$ cat src/rtl/ff_pipe.sv
// Elastic register pipeline of DEPTH stages with bubble collapsing and flush.
// Define FF_PIPE_STATS_EN to add the occupancy_o and beats_o statistics outputs.
module ff_pipe #(
  parameter int WIDTH = 32,
  parameter int DEPTH = 2
) (
  input  logic             clk,
  input  logic             reset,
  input  logic             flush_i,
  input  logic             valid_i,
  output logic             ready_o,
  input  logic [WIDTH-1:0] data_i,
  output logic             valid_o,
  input  logic             ready_i,
  output logic [WIDTH-1:0] data_o
`ifdef FF_PIPE_STATS_EN
  ,
  output logic [$clog2(DEPTH+1)-1:0] occupancy_o,
  output logic [31:0]                beats_o
`endif
);

  // Handshakes: a beat moves across an interface on a rising edge where both
  // valid and ready are high; valid and data hold until that edge.

  logic [DEPTH-1:0] v;
  logic [WIDTH-1:0] d [DEPTH];
  logic [DEPTH-1:0] adv;

  // A stage may advance when the downstream side drains or any later stage is empty.
  always_comb begin
    adv = '0;
    adv[DEPTH-1] = ready_i || !v[DEPTH-1];
    for (int k = DEPTH - 2; k >= 0; k--) begin
      adv[k] = adv[k+1] || !v[k];
    end
  end

  assign ready_o = adv[0] && !flush_i;
  assign valid_o = v[DEPTH-1];
  assign data_o  = d[DEPTH-1];

  always_ff @(posedge clk) begin
    if (reset) begin
      v <= '0;
      for (int k = 0; k < DEPTH; k++) begin
        d[k] <= '0;
      end
    end else if (flush_i) begin
      v <= '0;
    end else begin
      if (adv[0]) begin
        v[0] <= valid_i;
        if (valid_i) begin
          d[0] <= data_i;
        end
      end
      for (int k = 1; k < DEPTH; k++) begin
        if (adv[k]) begin
          v[k] <= v[k-1];
          // Payload only moves with a valid beat so data_o stays quiet between beats.
          if (v[k-1]) begin
            d[k] <= d[k-1];
          end
        end
      end
    end
  end

`ifdef FF_PIPE_STATS_EN
  localparam int OW = $clog2(DEPTH + 1);

  logic [OW-1:0] occ_sum;
  logic [31:0]   beats_q;

  always_comb begin
    occ_sum = '0;
    for (int k = 0; k < DEPTH; k++) begin
      occ_sum = occ_sum + OW'(v[k]);
    end
  end

  // A beat presented during a flush is discarded, so it is not counted.
  always_ff @(posedge clk) begin
    if (reset) begin
      beats_q <= '0;
    end else if (!flush_i && valid_o && ready_i) begin
      beats_q <= beats_q + 32'd1;
    end
  end

  assign occupancy_o = occ_sum;
  assign beats_o     = beats_q;
`endif

endmodule

$ cat config.mk
export PLATFORM = sky130hd
export DESIGN_NAME = ff_pipe
export DESIGN_NICKNAME = d
export VERILOG_FILES = /design/src/rtl/ff_pipe.sv
export SDC_FILE = /design/constraint.sdc
export NUM_CORES = 1
export LEC_CHECK = 0
export CORE_UTILIZATION = 54
export DETAILED_ROUTE_END_ITERATION = 10
export PLACE_DENSITY = 0.82
export SYNTH_ARGS = -nofsm -noshare
export SYNTH_HDL_FRONTEND = slang
export SYNTH_SLANG_ARGS = --single-unit
$ cat constraint.sdc
create_clock -name clk -period 8.84 [get_ports clk]
set_input_delay 1.326 -clock clk [delete_from_list [all_inputs] [get_ports clk]]
set_output_delay 1.326 -clock clk [all_outputs]
set_load 0.05 [all_outputs]
==> results of run 1 <==
## kinds of logic after synthesis
logic type | Yosys count | share of synthesized area (%)
AO/OA/AOI/OAI | 4 | 0.970
buffers and inverters | 55 | 12.3
flip-flops | 66 | 60.8
AND/OR/NAND/NOR | 70 | 25.8
## routing by layer
layer	up-vias	GRT usage, %	share of wire, %	wire (microns)
met5	-	0	0	0
met4	0	9.82	2.6	132
met3	13	4.25	4.8	249
met2	56	28.3	51	2610
met1	813	23.7	42	2160
li1	791	-	-	-
## registers in the layout, indices dropped and copies added (netlist names)
register	cells
v	2
d	64
## layout make-up
type                       instances  area (sq um)  area share (%)
sequential                        66          1960            51.2
multi-input combinational         74           890            23.2
timing repair buffer              71           708            18.5
clock buffer                      10           128            3.33
tap                               72          90.1            2.35
clock inverter                     5          46.3            1.21
inverter                           2          7.51           0.196
## worst max path at each step
stage	to	slack, ns	cells past startpoint
after floorplan	ready_o	4.99	5
after global placement	ready_o	3.94	4
after detailed placement	ready_o	3.87	4
after CTS	ready_o	3.86	4
after global routing	ready_o	3.77	4
final	ready_o	3.88	4
## worst max-delay path: stages
cell and delay, ns:
clkdlybuf4s50_1 0.44, and3b_4 1.03, nor2_1 0.08, clkdlybuf4s50_1 0.75
## synthesized netlist by cell type
cell      instances
nor4b_2          38
a21oi_1           1
nand2b_1          2
edfxtp_1         64
clkbuf_1          3
buf_6             7
buf_4            34
nor2_1            2
inv_1             2
dfxtp_1           2
or2_1             1
nor4b_1          26
and3b_1           1
buf_2             9
o21bai_1          1
a31o_2            1
o21ba_2           1
## through the flow
| step | utilization (%) | instances | power [mW] | area (sq um) |
|---|---|---|---|---|
| 2_1_floorplan | - | 195 | 0.445 | 3220 |
| 3_3_place_gp | 64.8 | 285 | 0.470 | 3660 |
| 3_5_place_dp | 64.8 | 285 | 0.472 | 3660 |
| 4_1_cts | 67.9 | 300 | 0.700 | 3830 |
| 5_1_grt | 67.9 | 300 | 0.721 | 3830 |
| 6_report | 67.9 | 300 | 0.694 | 3830 |
## report_power, final
part	leakage (nW)	switching, mW	total, mW	internal, mW
Sequential	0.690	0.00465	0.368	0.363
Clock	0.0886	0.104	0.229	0.125
Combinational	0.416	0.0576	0.0969	0.0393
Total	1.19	0.166	0.694	0.528
==> out/metrics.csv, run 1 <==
metric;value;unit
grt_pass1_wl;8.31;mm
critPathMaxFanout;67;
final_common_cell;clkdlybuf4s50_1;
routed_via_density;5.58;
hold_viol_final;0;
cap_violations;0;
num_io_pins;71;
reg2reg_depth;2;
postSynthAreaPerCell;16.5;sq um
first_iter_violations;137;
nNetsFinal;261;
critPathKind;in2out;
chipHeight;79.3;microns
yosys_warnings;0;
startpoint_type;primary input;
final.min_clock_period;4.96;ns
core;0.00564;sq mm
ys_types;17;
cp-startpoint;ready_i;
clock_tree.root_cell;clkbuf_8;
final_cell_mix;clkdlybuf4s50_1, edfxtp_1, nor4b_2, nor4b_1, clkbuf_8;
synth_area;0.00322;sq mm
grt_usage;18.2;%
die_area;0.00628;sq mm
drv_slew;0;
fmax;0.202;GHz
firstDrtPassIters;4;
p_per_area;181;mW/mm^2
cts_resized;0;
cts_setup_buffers;0;
required;7.51;ns
num_antenna_cells;0;
holdCritPathClass;reg2reg;
ant_nets;0;
synth_area_leaders;edfxtp_1, nor4b_2, buf_4;
ir_worst_vdd;0.000109;V
timing.final.ws_setup;3.88;ns
num_rows;27;
dp_slack;3.87;ns
dieWidth;79.3;microns
vias;1673;
clock_path_buffers;2;
setup_tns;0;ns
leakage;1.19;nW
cp_data_arrival_time;3.63;ns
fill_cells;393;
clock_latency;0.33;ns
overflow;0;
clock_sinks;66;
worstMarginPinSlew;1.09;ns
grt_max_degree;68;
outcome;finished clean;
clk_pin_slew;0.07;ns
postSynthCellCount;195;
rr_startpoint;v[0]$_SDFFE_PP0P_;
finalWeightedCongestion;0.698;
htreeDepth;3;
slew_headroom;27.4;%
drive_gt1_share;24.6;%
io_buffers;70;
hold_buffers;0;
report.final.setup_viol;0;
cts_tree;built;
cp-end-kind;output port;
antenna_found_initial;0;
hold_start;v[0]$_SDFFE_PP0P_;
wire_per_inst;17.2;microns
finalCritPeriodShare;56.1;%
rsz0062_at_grt;no;
finClkSkew;0.00687;ns
hold_ws;0.533;ns
synthToLayoutAreaGrowth;18.8;%
synth_top_area_share;59.6;%
synth_seq_area_share;60.8;%
whs_path_depth;2;
initial_core_util;57.2;%
synthesis.nets;232;
first_global_vias;1613;
yosys_register_bits;66;
drc;0;
place_hpwl;2.96;mm
yosys.area.top_type;edfxtp_1;
hold_path_end;v[1]$_SDFFE_PP0P_;
cts_made_buffers;9;
rrSetupSlack;6.53;ns
drt-total-wl;5.15;mm
timing.rr.end;d[0][21]$_SDFFCE_PN0P_;
Power figures use the tool's default switching activity.
==> run 2, diff against run 1 <==
CORE_UTILIZATION = 51   (was 54)
PLACE_DENSITY = 0.77   (was 0.82)
clock period = 5.2 ns   (was 8.84 ns; I/O delays follow)
==> run 2 against run 1 <==
Compared with the run above:
- combinational power up 69%
- cell area up 1.2%
- wire length down 0.39%
- sequential power up 70%
- cell count up 1.7%
- critical path depth unchanged
- via count up 0.60%
- hold slack worse by 0.0028 ns
- critical path type unchanged
- die area up 5.7%
==> out/metrics.csv, run 2 (synthesis gave the netlist of run 1 again) <==
metric;value;unit;change
outcome;finished clean;;
hold_ws;0.530;ns;-0.00281 ns
cts_setup_buffers;0;;unchanged
vias;1683;;+0.60%
final_common_cell;clkdlybuf4s50_1;;
initial_core_util;53.5;%;-3.6 points
num_antenna_cells;0;;unchanged
top_regs;d (64), v (2);;
startpoint_type;primary input;;
grt_max_degree;67;;-1.5%
clock_sinks;66;;unchanged
grt_pass1_wl;7.71;mm;-7.2%
chipHeight;81.5;microns;+2.8%
cts_resized;0;;unchanged
drv_slew;0;;unchanged
clock_tree.root_cell;clkbuf_8;;
fmax;0.320;GHz;
die_area;0.00664;sq mm;+5.7%
cap_violations;0;;unchanged
largest_reg_flops;64;;unchanged
routed_via_density;5.52;;-1.1%
report.final.setup_viol;0;;unchanged
final_cell_mix;clkdlybuf4s50_1, edfxtp_1, nor4b_2, nor4b_1, clkbuf_8;;
nNetsFinal;262;;+0.38%
first_iter_violations;72;;-47%
critPathMaxFanout;2;;-97%
synthToLayoutAreaGrowth;20.2;%;
num_rows;28;;+3.7%
cp-end-kind;output port;;
final_cells;305;;+1.7%
finalWeightedCongestion;0.668;;-4.2%
clk_pin_slew;0.07;ns;about the same
clock_latency;0.34;ns;about the same
firstDrtPassIters;5;;+1
io_buffers;70;;unchanged
htreeDepth;3;;unchanged
drc;0;;unchanged
drt-total-wl;5.13;mm;-0.39%
clock_path_buffers;2;;unchanged
timing.final.ws_setup;2.08;ns;-1.81 ns
dp_slack;2.04;ns;-1.82 ns
critPathKind;in2out;;
final.min_clock_period;3.12;ns;
rsz0062_at_grt;no;;
fin_util;64.3;%;-3.6 points
p_per_area;319;mW/mm^2;+76%
ant_nets;0;;unchanged
place_hpwl;2.89;mm;-2.6%
worstMarginPinSlew;1.04;ns;-0.0483 ns
p_total;1.24;mW;+78%
p_clk_share;36.2;%;+3.2 points
placedInstanceArea;0.00367;sq mm;+0.31%
antenna_found_initial;0;;unchanged
power.internal;0.945;mW;+79%
cp_data_arrival_time;2.34;ns;-1.29 ns
finalCritPeriodShare;60.1;%;
sequentialPowerShare;50.6;%;-2.4 points
setup_tns;0;ns;unchanged
cts_tree;built;;
regMostFlops;d;;
wire_per_inst;16.8;microns;-2.0%
hold_viol_final;0;;unchanged
first_global_vias;1508;;-6.5%
drive_gt1_share;26.1;%;+1.5 points
dp.cells;289;;+1.4%
leakage;1.22;nW;+2.0%
finClkSkew;0.00973;ns;+0.00285 ns
combPwrFrac;13.3;%;-0.7 points
hold_buffers;0;;unchanged
cts_made_buffers;9;;unchanged
grt_usage;16.6;%;-1.7 points
switching_power;0.292;mW;+76%
ir_worst_vdd;0.000187;V;+72%
switching_share;23.6;%;-0.35 points
slew_headroom;30.5;%;+3.1 points
overflow;0;;unchanged
num_io_pins;71;;unchanged
core;0.00603;sq mm;+6.8%
required;4.42;ns;-3.09 ns
dieWidth;81.5;microns;+2.8%
holdCritPathClass;reg2reg;;
final_area;0.00388;sq mm;+1.2%
run 2: cell count changes in the layout (fill, tap and decap cells not counted):
cell	delta
clkbuf_1	+1
clkbuf_8	+3
buf_4	+1
clkinv_1	-3
run 2: power by group through the flow:
stage                     logic, mW  registers (mW)  clock network, mW
after floorplan               0.123           0.634                  0
after CTS                     0.166           0.625              0.456
after global placement        0.164           0.635                  0
after global routing          0.173           0.627              0.479
final                         0.164           0.625              0.447
after detailed placement      0.165           0.636                  0
run 2: path summary, 6_finish.rpt:
kind                                         from  depth (start not counted)                endpoint  slack (ns)
worst max-delay path                      ready_i                          4                 ready_o        2.08
worst min-delay path            v[0]$_SDFFE_PP0P_                          2       v[1]$_SDFFE_PP0P_        0.53
worst max register to register  v[0]$_SDFFE_PP0P_                          3  d[0][30]$_SDFFCE_PN0P_        3.00
worst min register to register  v[0]$_SDFFE_PP0P_                          2       v[1]$_SDFFE_PP0P_        0.53
run 2: metal layers:
metal / routed length, microns / vias to the layer above / track usage (%)
met5: 0 / - / 0
met4: 98 / 0 / 11.3
met3: 242 / 9 / 3.89
met2: 2570 / 69 / 24.7
met1: 2220 / 810 / 21.5
li1: - / 795 / -
run 2: worst max-delay path: stages:
cell             delay [ns]
clkdlybuf4s50_1        0.48
and3b_4                0.20
nor2_1                 0.07
clkdlybuf4s50_1        0.80
run 2: area by class of cell:
class	count	area, sq um
well taps	75	93.8
inverters	2	7.51
flip-flops and latches	66	1960
repair buffers	72	716
multi-input cells	74	890
fillers	444	2150
clock buffers	14	173
clock inverters	2	35.0
==> RTL change 1, RTL diff (config.mk and constraints of run 2) <==
Change the parameter `DEPTH` from 2 to 4.
--- a/src/rtl/ff_pipe.sv
+++ b/src/rtl/ff_pipe.sv
@@ -2,7 +2,7 @@
 // Define FF_PIPE_STATS_EN to add the occupancy_o and beats_o statistics outputs.
 module ff_pipe #(
   parameter int WIDTH = 32,
-  parameter int DEPTH = 2
+  parameter int DEPTH = 4
 ) (
   input  logic             clk,
   input  logic             reset,
Behaviour: not the same (Yosys sat finds a counterexample within 4 cycles, from zero or initial values).
==> RTL change 1 against run 2 <==
Cell area increased by 88%. Sequential cell count grew 66. Setup slack lost 0.12 ns. Routed wire length is 65% higher. Total power increased by 98%. Critical path type is now register to output pin. Synthesized area rose by 95%. Highest routed layer unchanged. Sequential share of layout area rose by 3.1 points. Non-clock buffer count grew 10.
==> RTL change 1: results (changes against run 2) <==
* Outcome: complete, no violations (unchanged)
* Leak Pwr at 2.40 nW (was 1.22 nW)
* Tot GR Track Use at 0.145 (was 0.166)
* Detail Placement HPWL at 5460 um (was 2890 um)
* Port-buffer cells at 70 (unchanged)
* Async SR Flop Fraction at 0 (unchanged)
* Top area cells in the synthesized netlist: edfxtp_1 61%, nor4b_2 7.6%, nand4bb_1 5.7% (was edfxtp_1 60%, nor4b_2 18%, buf_4 7.9%)
* Relative slew slack at 0.368 (was 0.305)
* Vias in the first global route at 2884 (was 1508)
* Crit path arrival time at 2.47 ns (was 2.34 ns)
* Synth cell count leaders: 128 x edfxtp_1, 33 x buf_4 (was 64 x edfxtp_1, 38 x nor4b_2, 34 x buf_4)
* Routed via count at 3210 (was 1683)
* Final cell count without fillers at 606 (was 305)
* Post-Syn Nets at 465 (was 232)
* Ys Warns at 0 (unchanged)
* Post-CTS sizing at 0 (unchanged)
* First-pass GRT wire length at 14300 um (was 7710 um)
* HP Class: register to register (unchanged)
* H-Tree Depth at 4 (was 3)
* Initial DRC count at 285 (was 72)
* Initial antenna violation count at 0 (unchanged)
* Largest net degree at the start of global routing at 71 (was 67)
* Final Net Count at 483 (was 262)
* Layout cells sized above 1 at 0.233 (was 0.261)
* Clock Skews at 0.00704 ns (was 0.00973 ns)
* Worst-path fanout max at 36 (was 2)
* Regs by FF count: d x128, v x4 (was d x64, v x2)
* Max rail drop VDD at 0.239 mV (was 0.187 mV)
* FILL cells at 929 (was 444)
* Placer Congestion at 0.773 (was 0.668)
* Post-Synth Adder-Cell Area at 0 (unchanged)
* Drt first pass iters at 4 (was 5)
* Hold Startpoint: d[0][78] (was v[0])
* Post-Place Cells at 574 (was 289)
* Clock root cell: clkbuf_16 (was clkbuf_8)
* Worst setup startpoint: v[2] (was ready_i)
* Mux cell area share after synthesis at 0 (unchanged)
* Synthesized area per cell at 14.7 sq um (was 16.5 sq um)
* Setup Buffers After CTS at 0 (unchanged)
* Total CTS buffers at 17 (was 9)
* Sequential share of the synthesized area at 0.623 (was 0.608)
* Clock transition at the registers of the reported paths at 0.05 ns (was 0.07 ns)
* Max Buffers Root-to-Sink at 2 (unchanged)
* Clock latency on the worst-skew pair at 0.41 ns (was 0.34 ns)
* Number of diodes at 0 (unchanged)
* Synth Area in Compound Gates at 0.0413 (was 0.00970)
* Post-synth EDFFs at 128 (was 64)
* Xor/xnor share of the synthesized area at 0 (unchanged)
* Placed Area at 0.00675 sq mm (was 0.00367 sq mm)
* Total Routed Length at 8470 um (was 5130 um)
* Synth unique cells at 27 (was 17)
* Register-to-register setup slack at 2.50 ns (was 3.00 ns)
## RTL change 1: logic make-up (layout without fill, tap and decap cells)
logic type,after synthesis,in the layout
compound gates,41,41
buf+inv,86,117
flops,132,132
simple gates,169,169
## RTL change 1: metal layers
layer / wire, um / global-route usage / part of all wire / up-vias
li1: - / - / - / 1659
met1: 4050 / 0.192 / 0.48 / 1455
met2: 3840 / 0.216 / 0.45 / 82
met3: 427 / 0.0375 / 0.050 / 14
met4: 151 / 0.0842 / 0.018 / 0
met5: 0 / 0 / 0 / -
## RTL change 1: final cells by class
cell class,instances,area share
Sequential cell,132,0.537
Multi-Input combinational cell,210,0.252
Timing Repair Buffer,82,0.108
Clock buffer,28,0.0735
Tap cell,147,0.0252
Clock inverter,4,0.00240
Inverter,3,0.00154
## RTL change 1: metrics by stage
step	utilization	setup slack [ns]	hold WS (ns)	total power, mW
after global routing	0.608	1.79	0.586	2.53
after global placement	0.562	1.95	0.570	1.40
after CTS	0.608	1.94	0.577	2.46
final	0.608	1.95	0.576	2.45
after floorplan	-	1.19	0.557	1.36
after detailed placement	0.562	1.81	0.567	1.40
## RTL change 1: path summary, 6_finish.rpt
path / end / cells past startpoint
hold / removal: d[0][110] / 1
hold reg to reg: d[0][110] / 1
setup / recovery: ready_o / 3
setup reg to reg: d[0][37] / 4
## RTL change 1: critical path: stages, from the launching register on
cell and delay, ns:
dfxtp_1 0.87, and4b_4 0.40, a21oi_2 0.07, clkdlybuf4s50_1 0.72
## RTL change 1: where the power goes
part	switching (mW)	leakage, nW	internal [mW]
clock	0.373	0.276	0.692
combinational	0.0893	0.749	0.0643
sequential	0.0125	1.37	1.22
total	0.475	2.40	1.97
==> RTL change 2, RTL diff (flow settings as in run 2) <==
Made on the original files. Build with the macro `FF_PIPE_STATS_EN` defined.
--- a/src/rtl/ff_pipe.sv
+++ b/src/rtl/ff_pipe.sv
@@ -1,5 +1,7 @@
 // Elastic register pipeline of DEPTH stages with bubble collapsing and flush.
 // Define FF_PIPE_STATS_EN to add the occupancy_o and beats_o statistics outputs.
+`define FF_PIPE_STATS_EN
+
 module ff_pipe #(
   parameter int WIDTH = 32,
   parameter int DEPTH = 2
Formal check against the unedited RTL (old outputs only; new: beats_o and occupancy_o): equivalent (equiv_simple and equiv_induct, registers matched by name and starting in step).
==> RTL change 2 against run 2 <==
Sequential cell count increased by 32. Total power increased by 19%. Routed wire length increased by 57%. Critical path depth increased by 1. Setup slack got worse by 0.21 ns. Synthesized area increased by 33%. Sequential share of layout area decreased by 2.0 points. Cell area increased by 38%. Critical endpoint unchanged.
==> RTL change 2: results (changes against run 2) <==
* Worst-path fanout max at 4 (was 2)
* DR WL met2 at 3980 um (was 2570 um)
* Clock latency on the worst-skew pair at 0.36 ns (was 0.34 ns)
* FILL cells at 651 (was 444)
* Synth unique cells at 39 (was 17)
* Clock transition at the registers of the reported paths at 0.09 ns (was 0.07 ns)
* Port-buffer cells at 104 (was 70)
* Crit-path max cell delay at 0.85 ns (was 0.80 ns)
* Synth Register Bits at 98 (was 66)
* Leak Pwr at 1.83 nW (was 1.22 nW)
* Register Area at 0.00260 sq mm (was 0.00196 sq mm)
* Vias in the first global route at 2575 (was 1508)
* Drt first pass iters at 4 (was 5)
* Inverters at 7 (was 2)
* Outcome: complete, no violations (unchanged)
* Avg Vias per Cell at 5.34 (was 5.52)
* Total Routed Length at 8060 um (was 5130 um)
* Hold Startpoint: beats_o[30] (was v[0])
* Die width at 93.6 um (was 81.5 um)
* Synth cell count leaders: 64 x and2_1, 64 x edfxtp_1, 34 x dfxtp_1 (was 64 x edfxtp_1, 38 x nor4b_2, 34 x buf_4)
* Clk cell area share at 0.0344 (was 0.0536)
* Met3 Use GR at 0.0252 (was 0.0389)
* Sequential Power Share at 0.589 (was 0.506)
* Clock Skews at 0.0124 ns (was 0.00973 ns)
* Initial DRC count at 95 (was 72)
* Count of multi-input gates at 213 (was 74)
* Area of the multi-input gates at 0.00134 sq mm (was 890 sq um)
* Buffering overhead at 0.199 (was 0.185)
* Tot GR Track Use at 0.181 (was 0.166)
* Sequential share of the synthesized area at 0.608 (about the same)
* Placer Congestion at 0.750 (was 0.668)
* Detail Placement HPWL at 5350 um (was 2890 um)
* Comb power frac at 0.097 (was 0.133)
* Internal Power at 1.10 mW (was 0.945 mW)
* M1 wire length at 3560 um (was 2220 um)
* Post-Place Cells at 530 (was 289)
* First-pass GRT wire length at 12200 um (was 7710 um)
RTL change 2: changes by cell type in the layout (fill, tap and decap cells not counted), sizes merged, moves of 12 or more:
cell                  run 2  this run
and2                      0        64
nor4b                    64         0
clkdlybuf4s50            70       104
dfxtp                     2        34
a21oi                     1        22
or4                       0        21
o31ai                     0        18
nand2                     0        14
nand3                     0        12
nor2                      2        14
RTL change 2: through the flow:
stage                util  power, mW  hold slack [ns]  setup WS [ns]
floorplan               -      0.983            0.476           2.32
CTS                 0.654       1.49            0.514           1.89
global route        0.654       1.52            0.539           1.80
finish              0.654       1.47            0.513           1.87
global placement    0.632       1.03            0.482           1.98
detailed placement  0.632       1.03            0.492           1.89
RTL change 2: logic make-up after synthesis:
group                      Yosys count  share of synthesized area
buffers and inverters               57                     0.0793
xor gates and xnor gates             9                     0.0184
and+or+nand+nor                    155                      0.219
muxes                                1                    0.00263
AOI/OAI and AO/OA                   46                     0.0664
DFF                                 98                      0.608
adders and majority gates            2                    0.00585
